<file path="src/rtl/uart_gpio_wrapper.sv">
`default_nettype none
// =============================================================================
// uart_gpio_wrapper : 8N1 UART program loader into a word-wide instruction memory,
//                     plus a GPIO path gated by write_done. Optional macro: UART_PARITY_EN.
// Rev 1.0
// =============================================================================

module uart_gpio_wrapper #(
   parameter int CLK_HZ       = 50000000,
   parameter int BIT_RATE     = 9600,
   parameter int PAYLOAD_BITS = 8,
   parameter int MEM_DEPTH    = 32
) (
   input  logic       clk,
   input  logic       rst,
   input  logic       uart_rxd,
   input  logic       uart_rx_en,
   output logic       uart_rx_break,
   output logic       uart_rx_valid,
   output logic [7:0] uart_rx_data,
   input  logic [3:0] input_gpio_pins,
   output logic [3:0] output_gpio_pins,
   output logic       write_done
);

   localparam int CYCLES_PER_BIT = CLK_HZ / BIT_RATE;
   localparam int HALF_BIT       = CYCLES_PER_BIT / 2;
   localparam int CNT_W          = $clog2(CYCLES_PER_BIT + 1);
   localparam int ADDR_W         = (MEM_DEPTH > 1) ? $clog2(MEM_DEPTH) : 1;
`ifdef UART_PARITY_EN
   localparam int FRAME_BITS     = PAYLOAD_BITS + 1;
`else
   localparam int FRAME_BITS     = PAYLOAD_BITS;
`endif
   localparam int BIT_W          = $clog2(FRAME_BITS + 1);

   typedef enum logic [1:0] {
      IDLE  = 2'd0,
      START = 2'd1,
      DATA  = 2'd2,
      STOP  = 2'd3
   } rx_state_t;

   rx_state_t              state, state_next;
   logic                   rxd_meta, rxd_sync;
   logic [3:0]             gpio_meta, gpio_sync;
   logic [CNT_W-1:0]       bit_timer;
   logic [BIT_W-1:0]       bit_idx;
   logic [FRAME_BITS-1:0]  shift;
   logic                   timer_done;
   logic                   frame_end;
   logic                   parity_ok;
   logic                   break_bits;
   logic                   frame_good;
   logic                   frame_break;
   logic [7:0]             payload;

   logic [1:0]             byte_cnt;
   logic [23:0]            word_buf;
   logic [31:0]            word;
   logic                   word_complete;
   logic                   word_wr;
   logic [ADDR_W-1:0]      addr;
   logic [31:0]            mem [MEM_DEPTH];

   always_ff @(posedge clk or posedge rst) begin
      if (rst) begin
         rxd_meta  <= 1'b1;
         rxd_sync  <= 1'b1;
         gpio_meta <= 4'd0;
         gpio_sync <= 4'd0;
      end else begin
         rxd_meta  <= uart_rxd;
         rxd_sync  <= rxd_meta;
         gpio_meta <= input_gpio_pins;
         gpio_sync <= gpio_meta;
      end
   end

   always_comb begin
      state_next = state;
      timer_done = 1'b0;
      case (state)
         IDLE: begin
            if (!rxd_sync) state_next = START;
         end
         START: begin
            timer_done = (bit_timer == CNT_W'(HALF_BIT - 1));
            if (timer_done) state_next = rxd_sync ? IDLE : DATA;
         end
         DATA: begin
            timer_done = (bit_timer == CNT_W'(CYCLES_PER_BIT - 1));
            if (timer_done && (bit_idx == BIT_W'(FRAME_BITS - 1))) state_next = STOP;
         end
         STOP: begin
            timer_done = (bit_timer == CNT_W'(CYCLES_PER_BIT - 1));
            if (timer_done) state_next = IDLE;
         end
         default: state_next = IDLE;
      endcase
      if (!uart_rx_en) state_next = IDLE;
   end

   // Frame verdict is taken on the stop-bit sample; shift holds every data/parity bit by then.
   assign frame_end  = (state == STOP) && timer_done && uart_rx_en;
   assign payload    = 8'(shift[PAYLOAD_BITS-1:0]);
`ifdef UART_PARITY_EN
   assign parity_ok  = ~(^shift);
   assign break_bits = (shift == '0);
`else
   assign parity_ok  = 1'b1;
   assign break_bits = (shift[PAYLOAD_BITS-1:0] == '0);
`endif
   assign frame_good  = frame_end && rxd_sync && parity_ok;
   assign frame_break = frame_end && !rxd_sync && break_bits;

   always_ff @(posedge clk or posedge rst) begin
      if (rst) begin
         state         <= IDLE;
         bit_timer     <= '0;
         bit_idx       <= '0;
         shift         <= '0;
         uart_rx_valid <= 1'b0;
         uart_rx_break <= 1'b0;
         uart_rx_data  <= 8'd0;
      end else begin
         state <= state_next;
         if ((state == IDLE) || timer_done || (state_next != state))
            bit_timer <= '0;
         else
            bit_timer <= bit_timer + CNT_W'(1);
         if (state == START) begin
            bit_idx <= '0;
         end else if ((state == DATA) && timer_done) begin
            bit_idx <= bit_idx + BIT_W'(1);
            shift   <= {rxd_sync, shift[FRAME_BITS-1:1]};
         end
         uart_rx_valid <= frame_good;
         uart_rx_break <= frame_break;
         if (frame_good) uart_rx_data <= payload;
      end
   end

   assign word          = {uart_rx_data, word_buf};
   assign word_complete = uart_rx_valid && (byte_cnt == 2'd3);
   assign word_wr       = word_complete && (word != 32'hFFFF_FFFF) && !write_done;

   always_ff @(posedge clk or posedge rst) begin
      if (rst) begin
         byte_cnt   <= 2'd0;
         word_buf   <= 24'd0;
         addr       <= '0;
         write_done <= 1'b0;
      end else begin
         if (uart_rx_break) begin
            byte_cnt <= 2'd0;
         end else if (uart_rx_valid) begin
            byte_cnt <= byte_cnt + 2'd1;
            case (byte_cnt)
               2'd0:    word_buf[7:0]   <= uart_rx_data;
               2'd1:    word_buf[15:8]  <= uart_rx_data;
               2'd2:    word_buf[23:16] <= uart_rx_data;
               default: ;
            endcase
         end
         if (word_complete && (word == 32'hFFFF_FFFF)) write_done <= 1'b1;
         if (word_wr) begin
            addr <= addr + ADDR_W'(1);
            if (addr == ADDR_W'(MEM_DEPTH - 1)) write_done <= 1'b1;
         end
      end
   end

   // Instruction memory is intentionally left unreset.
   always_ff @(posedge clk) begin
      if (word_wr) mem[addr] <= word;
   end

   always_ff @(posedge clk or posedge rst) begin
      if (rst) output_gpio_pins <= 4'd0;
      else     output_gpio_pins <= write_done ? gpio_sync : 4'd0;
   end

endmodule

`default_nettype wire

</file>
<file path="config.mk">
export PLATFORM = sky130hd
export DESIGN_NAME = uart_gpio_wrapper
export DESIGN_NICKNAME = d
export VERILOG_FILES = /design/src/rtl/uart_gpio_wrapper.sv
export SDC_FILE = /design/constraint.sdc
export NUM_CORES = 1
export LEC_CHECK = 0
export BUFFER_PORTS_ARGS = -buffer_cell sky130_fd_sc_hd__buf_2
export CORE_ASPECT_RATIO = 1.75
export CORE_MARGIN = 4
export CORE_UTILIZATION = 45
export CTS_BUF_LIST = sky130_fd_sc_hd__clkbuf_4 sky130_fd_sc_hd__clkbuf_8 sky130_fd_sc_hd__clkbuf_16
export DETAILED_ROUTE_END_ITERATION = 10
export MAX_ROUTING_LAYER = met4
export PLACE_DENSITY = 0.69
export SYNTH_ARGS = -nofsm -noshare
export SYNTH_HDL_FRONTEND = slang
export SYNTH_SLANG_ARGS = --single-unit
</file>
<file path="constraint.sdc">
create_clock -name clk -period 2.9 [get_ports clk]
set_clock_uncertainty 0.05 [all_clocks]
set_input_delay 0.58 -clock clk [delete_from_list [all_inputs] [get_ports clk]]
set_output_delay 0.58 -clock clk [all_outputs]
set_load 0.1 [all_outputs]
</file>
==> results.json, run 1 <==
{
  "grt_pass1_vias": 2111,
  "hold_path_class": "input port to async pin",
  "syn-cell-area_um2": 3460,
  "synth_area_leader_cell": "dfrtp_1",
  "grt_pass1_wl_mm": 10.1,
  "finalWorstPathRequiredPeriod_ps": 2220,
  "synth_ff_type": "dfrtp_1",
  "p_switching_mw": 0.465,
  "combPwrFrac_pct": 2.0,
  "antenna_found_initial": 0,
  "worst_skew_pair.late_latency_ps": 330,
  "crit_path_max_fanout": 11,
  "power_frac_seq_pct": 49.9,
  "postCtsSetupRepairBufs": 0,
  "cts-root-buf": "clkbuf_16",
  "clk_pin_slew_ps": 60,
  "nets": 307,
  "maxCapViolations": 0,
  "routed_via_density": 5.55,
  "clockBufferDepth": 2,
  "grt_overflow": 0,
  "clockPowerShare_pct": 48.1,
  "die_y_um": 124,
  "dpl.hpwl_mm": 4.22,
  "num_io_pins": 23,
  "drt_iter0_markers": 101,
  "drt-pass1-iter-count": 4,
  "tightest_slew_ps": 908,
  "die_area_um2": 9210,
  "yosys.cell_count.top_type": "dfrtp_1",
  "syn_nets": 277,
  "coreArea_um2": 7510,
  "synth_top_cells_by_area": "dfrtp_1, mux2_2, ha_1",
  "synthDistinctLibCells": 41,
  "synth_edf_count": 0,
  "wl_per_cell_um": 15.7,
  "critPathCaptureType": "register",
  "internal_power_mw": 1.89,
  "arrival_ps": 2390,
  "track_usage_pct": 15.3,
  "synth-seq-cells": 83,
  "drive_gt1_share_pct": 29.7,
  "rows": 42,
  "fmax_mhz": 450,
  "yosys-top-cells-count": "dfrtp_1, mux2_2, nand2_1, nand4_1, xor2_1",
  "swShare_pct": 19.8,
  "gp_congestion": 0.823,
  "port_buffers": 22,
  "setup_tns_ps": 0,
  "die_x_um": 74.3,
  "hold_viol": 0,
  "power.leakage_nw": 1.91,
  "grt_max_degree": 56,
  "ant_nets": 0,
  "cts_num_sinks": 83,
  "synth_top_cell_area_share_pct": 58.6,
  "htreeDepth": 3,
  "cts_tree": "built",
  "yosys_warnings": 0,
  "ir_drop_mv": 0.323,
  "synth_cells": 261,
  "p_total_mw": 2.36,
  "async_flop_share_pct": 100,
  "cts-resized-gates": 0,
  "p_per_area_nw_per_um2": 590,
  "report.final.slew_viol_count": 0,
  "vias": 2133,
  "outcome": "complete, no violations",
  "antenna_cells": 0,
  "maxSlewHeadroom_pct": 39.4,
  "synthToLayoutAreaGrowth_pct": 15.3,
  "drc_errors": 0,
  "ys_seq_area_share_pct": 60.1,
  "avgSynthCellArea_um2": 13.3,
  "wirelength_mm": 6.01,
  "cts_hold_buf": 0,
  "worstSetupPathType": "register to register",
  "rsz0062_at_grt": "no",
  "finalCritPeriodShare_pct": 76.6,
  "start_kind": "register",
  "required_ps": 3060,
  "finalSetupViolations": 0,
  "start_util_pct": 46.1,
  "cts_buffers": 9
}
-- critical path: stages, from the launching register on --
cell and delay, ps:
dfrtp_1 360, ha_1 220, and4bb_1 210, nand4b_1 430, nor2_4 450, mux2_2 380
-- cell type report --
cell class,instances,area (um2)
clock inverters,4,50.0
clock buffers,12,254
inverters,6,23.8
fillers,643,3530
well taps,88,110
multi-input cells,167,1330
repair buffers,24,138
flip-flops and latches,83,2080
-- layout by cell type, fill, tap and decap left out, types with 5 or more instances in the layout --
master     netlist  routed
clkbuf_16        0       9
nor2_1           6       6
nor3_1          10      10
and2_1           7       7
xor2_1          11      11
nor4_1           5       5
inv_1            6       5
nand3_1          6       6
dfrtp_1         81      81
buf_2            2      22
nand2_1         13      13
ha_1             8       8
nand4_1         13      13
mux2_2          42      42
-- worst paths after layout --
kind,from,endpoint,slack [ps],depth (start not counted)
setup / recovery,bit_timer[0]$_DFF_PP0_,payload[1]$_DFFE_PP0P_,680,5
hold reg to reg,gpio_meta[3]$_DFF_PP0_,gpio_sync[3]$_DFF_PP0_,300,0
min in group clk,uart_rxd,rxd_meta$_DFF_PP1_,290,1
max in group asynchronous,rst,rxd_sync$_DFF_PP1_,1890,3
hold / removal,rst,bit_timer[12]$_DFF_PP0_,210,2
setup reg to reg,bit_timer[0]$_DFF_PP0_,payload[1]$_DFFE_PP0P_,680,5
-- cell families (layout without fill, tap and decap cells) --
group | Yosys count | after routing | share of synthesized area (%)
xor gates and xnor gates | 13 | 13 | 3.29
AOI/OAI and AO/OA | 18 | 18 | 3.62
and+or+nand+nor | 83 | 83 | 14.2
muxes | 45 | 45 | 14.5
DFF | 83 | 83 | 60.1
adders and majority gates | 8 | 8 | 2.89
buffers and inverters | 11 | 46 | 1.37
-- per-layer routing --
layer / wire length, um / up-vias / GRT usage (%)
met1: 2430 / 1082 / 16.6
li1: - / 1005 / -
met4: 194 / 0 / 8.35
met5: 0 / - / -
met3: 193 / 15 / 4.68
met2: 3190 / 31 / 24.7
-- registers in the layout, indices dropped and copies added, names as in the netlist, 2 cells and up --
| register | cells |
|---|---|
| word_buf | 24 |
| bit_timer | 13 |
| payload | 8 |
| uart_rx_data | 8 |
| addr | 5 |
| bit_idx | 4 |
| gpio_meta | 4 |
| gpio_sync | 4 |
| output_gpio_pins | 4 |
| byte_cnt | 2 |
| state | 2 |
-- power groups by stage --
stage	clock [mW]	combinational (mW)	sequential [mW]
after floorplan	0	0.0325	1.19
after global placement	0	0.0486	1.20
after detailed placement	0	0.0495	1.20
after CTS	1.17	0.0500	1.17
after global routing	1.22	0.0544	1.18
final	1.13	0.0472	1.18
-- metrics by stage --
stage               hold slack [ps]  cells  utilization, %  instance area (um2)  setup slack (ps)
finish                          214    384            53.1                 3990               678
global route                    239    384            53.1                 3990               515
CTS                             225    384            53.1                 3990               654
detailed placement              286    368            49.0                 3680               651
global placement                282    368            49.0                 3680               710
floorplan                       281    261               -                 3460               137
No activity file was read; power rests on OpenSTA's default activity.
==> run 2: changes to the inputs <==
- PLACE_DENSITY: 0.69 -> 0.72
- clock period: 2.9 -> 1.8 ns (I/O delays scaled with it)
==> results.json, run 2 (same netlist as run 1, synthesis figures left out) <==
{
  "outcome": "complete, no violations",
  "cts-root-buf": "clkbuf_16",
  "finalSetupViolations": 0,
  "clockBufferDepth": 2,
  "htreeDepth": 3,
  "multi_input_area_um2": 1380,
  "antenna_found_initial": 0,
  "most-common-layout-cells": "dfrtp_1, mux2_2, buf_2, buf_4",
  "port_buffers": 22,
  "drc_errors": 0,
  "finalWorstPathRequiredPeriod_ps": 1800,
  "routed_via_density": 5.39,
  "grt_pass1_wl_mm": 10.3,
  "num_io_pins": 23,
  "required_ps": 1960,
  "start_kind": "register",
  "dpl_cell_area_um2": 3860,
  "top_register": "word_buf",
  "hold_viol": 0,
  "cts_num_sinks": 83,
  "arrival_ps": 1950,
  "seq_area_um2": 2110,
  "report.final.slew_viol_count": 0,
  "rsz0062_at_grt": "yes",
  "finalCritPeriodShare_pct": 99.9,
  "cts_tree": "built",
  "antenna_cells": 0,
  "maxCapViolations": 0,
  "rows": 42,
  "wirelength_mm": 6.45,
  "ant_nets": 0,
  "drive_gt1_share_pct": 40.1,
  "wl_per_cell_um": 15.9,
  "cp-startpoint": "bit_timer[1]$_DFF_PP0_",
  "setup_slack_ps": 2.47,
  "holdWs_ps": 75.2,
  "placed_cells": 383,
  "track_usage_pct": 15.5,
  "maxSlewHeadroom_pct": 37.7,
  "critPathCaptureType": "register",
  "p_per_area_nw_per_um2": 933,
  "clk_pin_slew_ps": 50,
  "power.leakage_nw": 2.03,
  "fmax_mhz": 556,
  "tightest_slew_ps": 933,
  "grt_overflow": 0,
  "nets": 328,
  "grt_max_degree": 84,
  "die_x_um": 74.3,
  "coreArea_um2": 7510,
  "cts_buffers": 9,
  "worstSetupPathType": "register to register",
  "hold_path_class": "input port to async pin",
  "drt-pass1-iter-count": 4,
  "place_ws_ps": -67.9,
  "ir_drop_mv": 0.570,
  "r2r-start": "bit_timer[1]$_DFF_PP0_",
  "dpl.hpwl_mm": 4.52,
  "drt_iter0_markers": 78,
  "gp_congestion": 0.804,
  "start_util_pct": 46.1,
  "largest_reg_flops": 24,
  "die_area_um2": 9210,
  "die_y_um": 124,
  "num-fill-cells": 607,
  "fin_cells": 405,
  "final_common_cell": "dfrtp_1",
  "synthToLayoutAreaGrowth_pct": 22.9,
  "top_regs": "word_buf: 24 flops, bit_timer: 13 flops",
  "design_area_um2": 4250,
  "worst_skew_pair.late_latency_ps": 330,
  "cts_hold_buf": 0,
  "grt_pass1_vias": 2216,
  "vias": 2182,
  "crit_path_max_fanout": 9
}
run 2: cell types whose count changed in the layout (fill, tap and decap cells not counted), moves of 2 or more:
cell	delta
dfrtp_1	-10
nor4_1	-2
dfrtp_2	+3
dfrtp_4	+7
clkinv_2	-2
buf_4	+18
buf_2	+2
run 2: cell type report:
cell class / instances / share of cell area, %
flip-flops and latches: 83 / 49.6
multi-input cells: 167 / 32.4
repair buffers: 45 / 6.91
clock buffers: 14 / 6.47
well taps: 88 / 2.59
clock inverters: 2 / 1.41
inverters: 6 / 0.618
run 2: metal layers:
layer / vias up / track usage [%] / part of all wire, %
met5: - / - / 0
met4: 0 / 7.35 / 2.0
met3: 9 / 4.68 / 3.2
met2: 25 / 26.7 / 57
met1: 1098 / 15.9 / 38
li1: 1050 / - / -
run 2: path summary, 6_finish.rpt:
| kind | to | slack, ps | cells after the start |
|---|---|---|---|
| max | payload[3]$_DFFE_PP0P_ | 2 | 6 |
| min | uart_rx_data[5]$_DFFE_PP0P_ | 80 | 3 |
| max reg2reg | payload[3]$_DFFE_PP0P_ | 2 | 6 |
| min reg2reg | gpio_sync[0]$_DFF_PP0_ | 300 | 0 |
| max in group asynchronous | rxd_meta$_DFF_PP1_ | 1220 | 3 |
| min in group clk | rxd_meta$_DFF_PP1_ | 80 | 1 |
run 2: worst max-delay path, stage by stage, from the launching register on:
cell	delay (ps)
dfrtp_1	350
ha_2	180
and4bb_1	190
nand4b_1	140
buf_6	180
nor2_4	210
mux2_2	370
run 2: what timing repair did:
| item | 4_1_cts | 5_1_grt |
|---|---|---|
| resized for setup | 2 | 7 |
| setup buffers | 1 | 3 |
| gates cloned | 0 | 2 |
| endpoints found under the hold margin | 0 | 0 |
| setup endpoints to repair | 17 | 33 |
| pin swaps | 2 | 6 |
run 2: report_power, final:
group | total [mW] | internal, mW | switching, mW
clock | 1.99 | 1.34 | 0.652
combinational | 0.0847 | 0.0264 | 0.0583
sequential | 1.89 | 1.88 | 0.00906
total | 3.97 | 3.25 | 0.719
run 2: stage by stage:
stage	setup TNS (ps)	power (mW)	util, %
2_1_floorplan	0	1.98	-
3_3_place_gp	0	2.01	51.3
3_5_place_dp	-305	2.01	51.3
4_1_cts	-11.2	4.03	55.9
5_1_grt	-1150	4.12	56.6
6_report	0	3.97	56.6
==> run 3: changes to the inputs <==
- BUFFER_PORTS_ARGS: -buffer_cell sky130_fd_sc_hd__buf_2 -> not set
- DONT_BUFFER_PORTS: not set -> 1
- PLACE_DENSITY: 0.72 -> 0.69
- RECOVER_POWER: not set -> 100
==> results.json, run 3 (same netlist as run 1, synthesis figures left out) <==
{
  "outcome": "complete, no violations",
  "die_y_um": 124,
  "setup_slack_ps": 20.9,
  "drt-pass1-iter-count": 4,
  "start_kind": "register",
  "top_usage_layer": "met2",
  "clockBufferDepth": 2,
  "drc_errors": 0,
  "track_usage_pct": 16.0,
  "grt_max_degree": 43,
  "finalWorstPathRequiredPeriod_ps": 1780,
  "grt_overflow": 0,
  "cts_num_sinks": 83,
  "start_util_pct": 46.1,
  "top_register": "word_buf",
  "htreeDepth": 3,
  "power.leakage_nw": 1.99,
  "holdWs_ps": 101,
  "arrival_ps": 1940,
  "num_io_pins": 23,
  "cts_buffers": 9,
  "cts-root-buf": "clkbuf_16",
  "clk_pin_slew_ps": 60,
  "grtUsageMet2_pct": 28.7,
  "top_regs": "word_buf: 24 flops, bit_timer: 13 flops",
  "die_x_um": 74.3,
  "hold_path_class": "input port to register",
  "synthToLayoutAreaGrowth_pct": 22.8,
  "required_ps": 1960,
  "crit_path_max_fanout": 9,
  "die_area_um2": 9210,
  "gp_congestion": 0.847,
  "nets": 323,
  "fmax_mhz": 562,
  "report.final.slew_viol_count": 0,
  "hold_viol": 0,
  "maxSlewHeadroom_pct": 36.3,
  "slowest_stage": "mux2_2",
  "finalSetupViolations": 0,
  "maxCapViolations": 0,
  "tightest_slew_ps": 953,
  "port_buffers": 0,
  "final_common_cell": "dfrtp_1",
  "finalCritPeriodShare_pct": 98.8,
  "cts_tree": "built",
  "internal_power_mw": 3.14,
  "dpl.hpwl_mm": 4.65,
  "swShare_pct": 19.7,
  "rows": 42,
  "vias": 2201,
  "p_per_area_nw_per_um2": 920,
  "critPathCaptureType": "register",
  "worstSetupPathType": "register to register",
  "coreArea_um2": 7510,
  "rsz0062_at_grt": "yes",
  "p_switching_mw": 0.768,
  "crit_chain": "ha_2 > and4bb_1 > nand4b_1 > buf_6 > nor2_4 > mux2_2",
  "drive_gt1_share_pct": 36.9,
  "largest_reg_flops": 24,
  "cpPeakStageDelay_ps": 370,
  "whs_path_depth": 1,
  "most-common-layout-cells": "dfrtp_1, mux2_2, buf_4, nand2_1, nand4_1",
  "clockPowerShare_pct": 49.5,
  "antenna_found_initial": 0,
  "routed_via_density": 5.50,
  "worst_skew_pair.late_latency_ps": 330,
  "rr_worst_depth": 6,
  "grt_pass1_wl_mm": 10.6,
  "power_frac_seq_pct": 48.4,
  "place_ws_ps": -20.1,
  "wl_per_cell_um": 16.3,
  "ir_drop_mv": 0.534,
  "antenna_cells": 0,
  "met3_usage_pct": 4.60,
  "p_total_mw": 3.91,
  "combPwrFrac_pct": 2.1,
  "grt_util_met1_pct": 15.3,
  "drt_iter0_markers": 111,
  "grt_pass1_vias": 2319,
  "wirelength_mm": 6.51,
  "ant_nets": 0
}
[run 3: cell type report]
type | instances | area, um2
inverters | 6 | 23.8
fillers | 617 | 3260
well taps | 88 | 110
flip-flops and latches | 83 | 2110
clock buffers | 10 | 233
clock inverters | 6 | 90.1
multi-input cells | 168 | 1380
repair buffers | 39 | 304
[run 3: worst paths after layout]
path / startpoint / end / slack (ps)
max in group asynchronous: rst / rxd_meta$_DFF_PP1_ / 290
worst max register to register: bit_timer[0]$_DFF_PP0_ / payload[5]$_DFFE_PP0P_ / 20
worst min-delay path: uart_rx_en / state[0]$_DFF_PP0_ / 100
worst max-delay path: bit_timer[0]$_DFF_PP0_ / payload[5]$_DFFE_PP0P_ / 20
min in group asynchronous: rst / bit_timer[4]$_DFF_PP0_ / 530
worst min register to register: gpio_meta[2]$_DFF_PP0_ / gpio_sync[2]$_DFF_PP0_ / 300
[run 3: critical path: cells and delay by family (launching register included)]
family	cells	cell delay [ps]
muxes	1	370
DFF	1	360
adders and majority gates	1	170
buffers and inverters	1	180
and+or+nand+nor	3	530
[run 3: timing repair]
item	CTS	global route
buffers inserted	0	1
endpoints found under the hold margin	17	0
setup endpoints to repair	1	33
resized for setup	1	6
pin swaps	0	8
hold buffers	6	0
cloned	0	2
[run 3: power by group through the flow]
| stage | sequential [mW] | clock [mW] | combinational, mW |
|---|---|---|---|
| detailed placement | 1.93 | 0 | 0.0791 |
| CTS | 1.89 | 1.98 | 0.0907 |
| global route | 1.89 | 2.06 | 0.0957 |
| global placement | 1.93 | 0 | 0.0778 |
| finish | 1.89 | 1.93 | 0.0832 |
| floorplan | 1.92 | 0 | 0.0529 |
[run 3: metrics by stage]
step / cells / setup TNS [ps] / cell area (um2) / utilization [%]
global placement: 375 / 0 / 3860 / 51.4
global route: 400 / -960 / 4250 / 56.6
detailed placement: 375 / -20.1 / 3860 / 51.4
floorplan: 261 / 0 / 3520 / -
CTS: 397 / 0 / 4250 / 56.5
finish: 400 / 0 / 4250 / 56.6
[run 3: metal layers]
metal | part of all wire [%] | wire length, um
met1 | 36 | 2370
met2 | 57 | 3740
met3 | 4.0 | 262
met4 | 2.1 | 136
met5 | 0 | 0
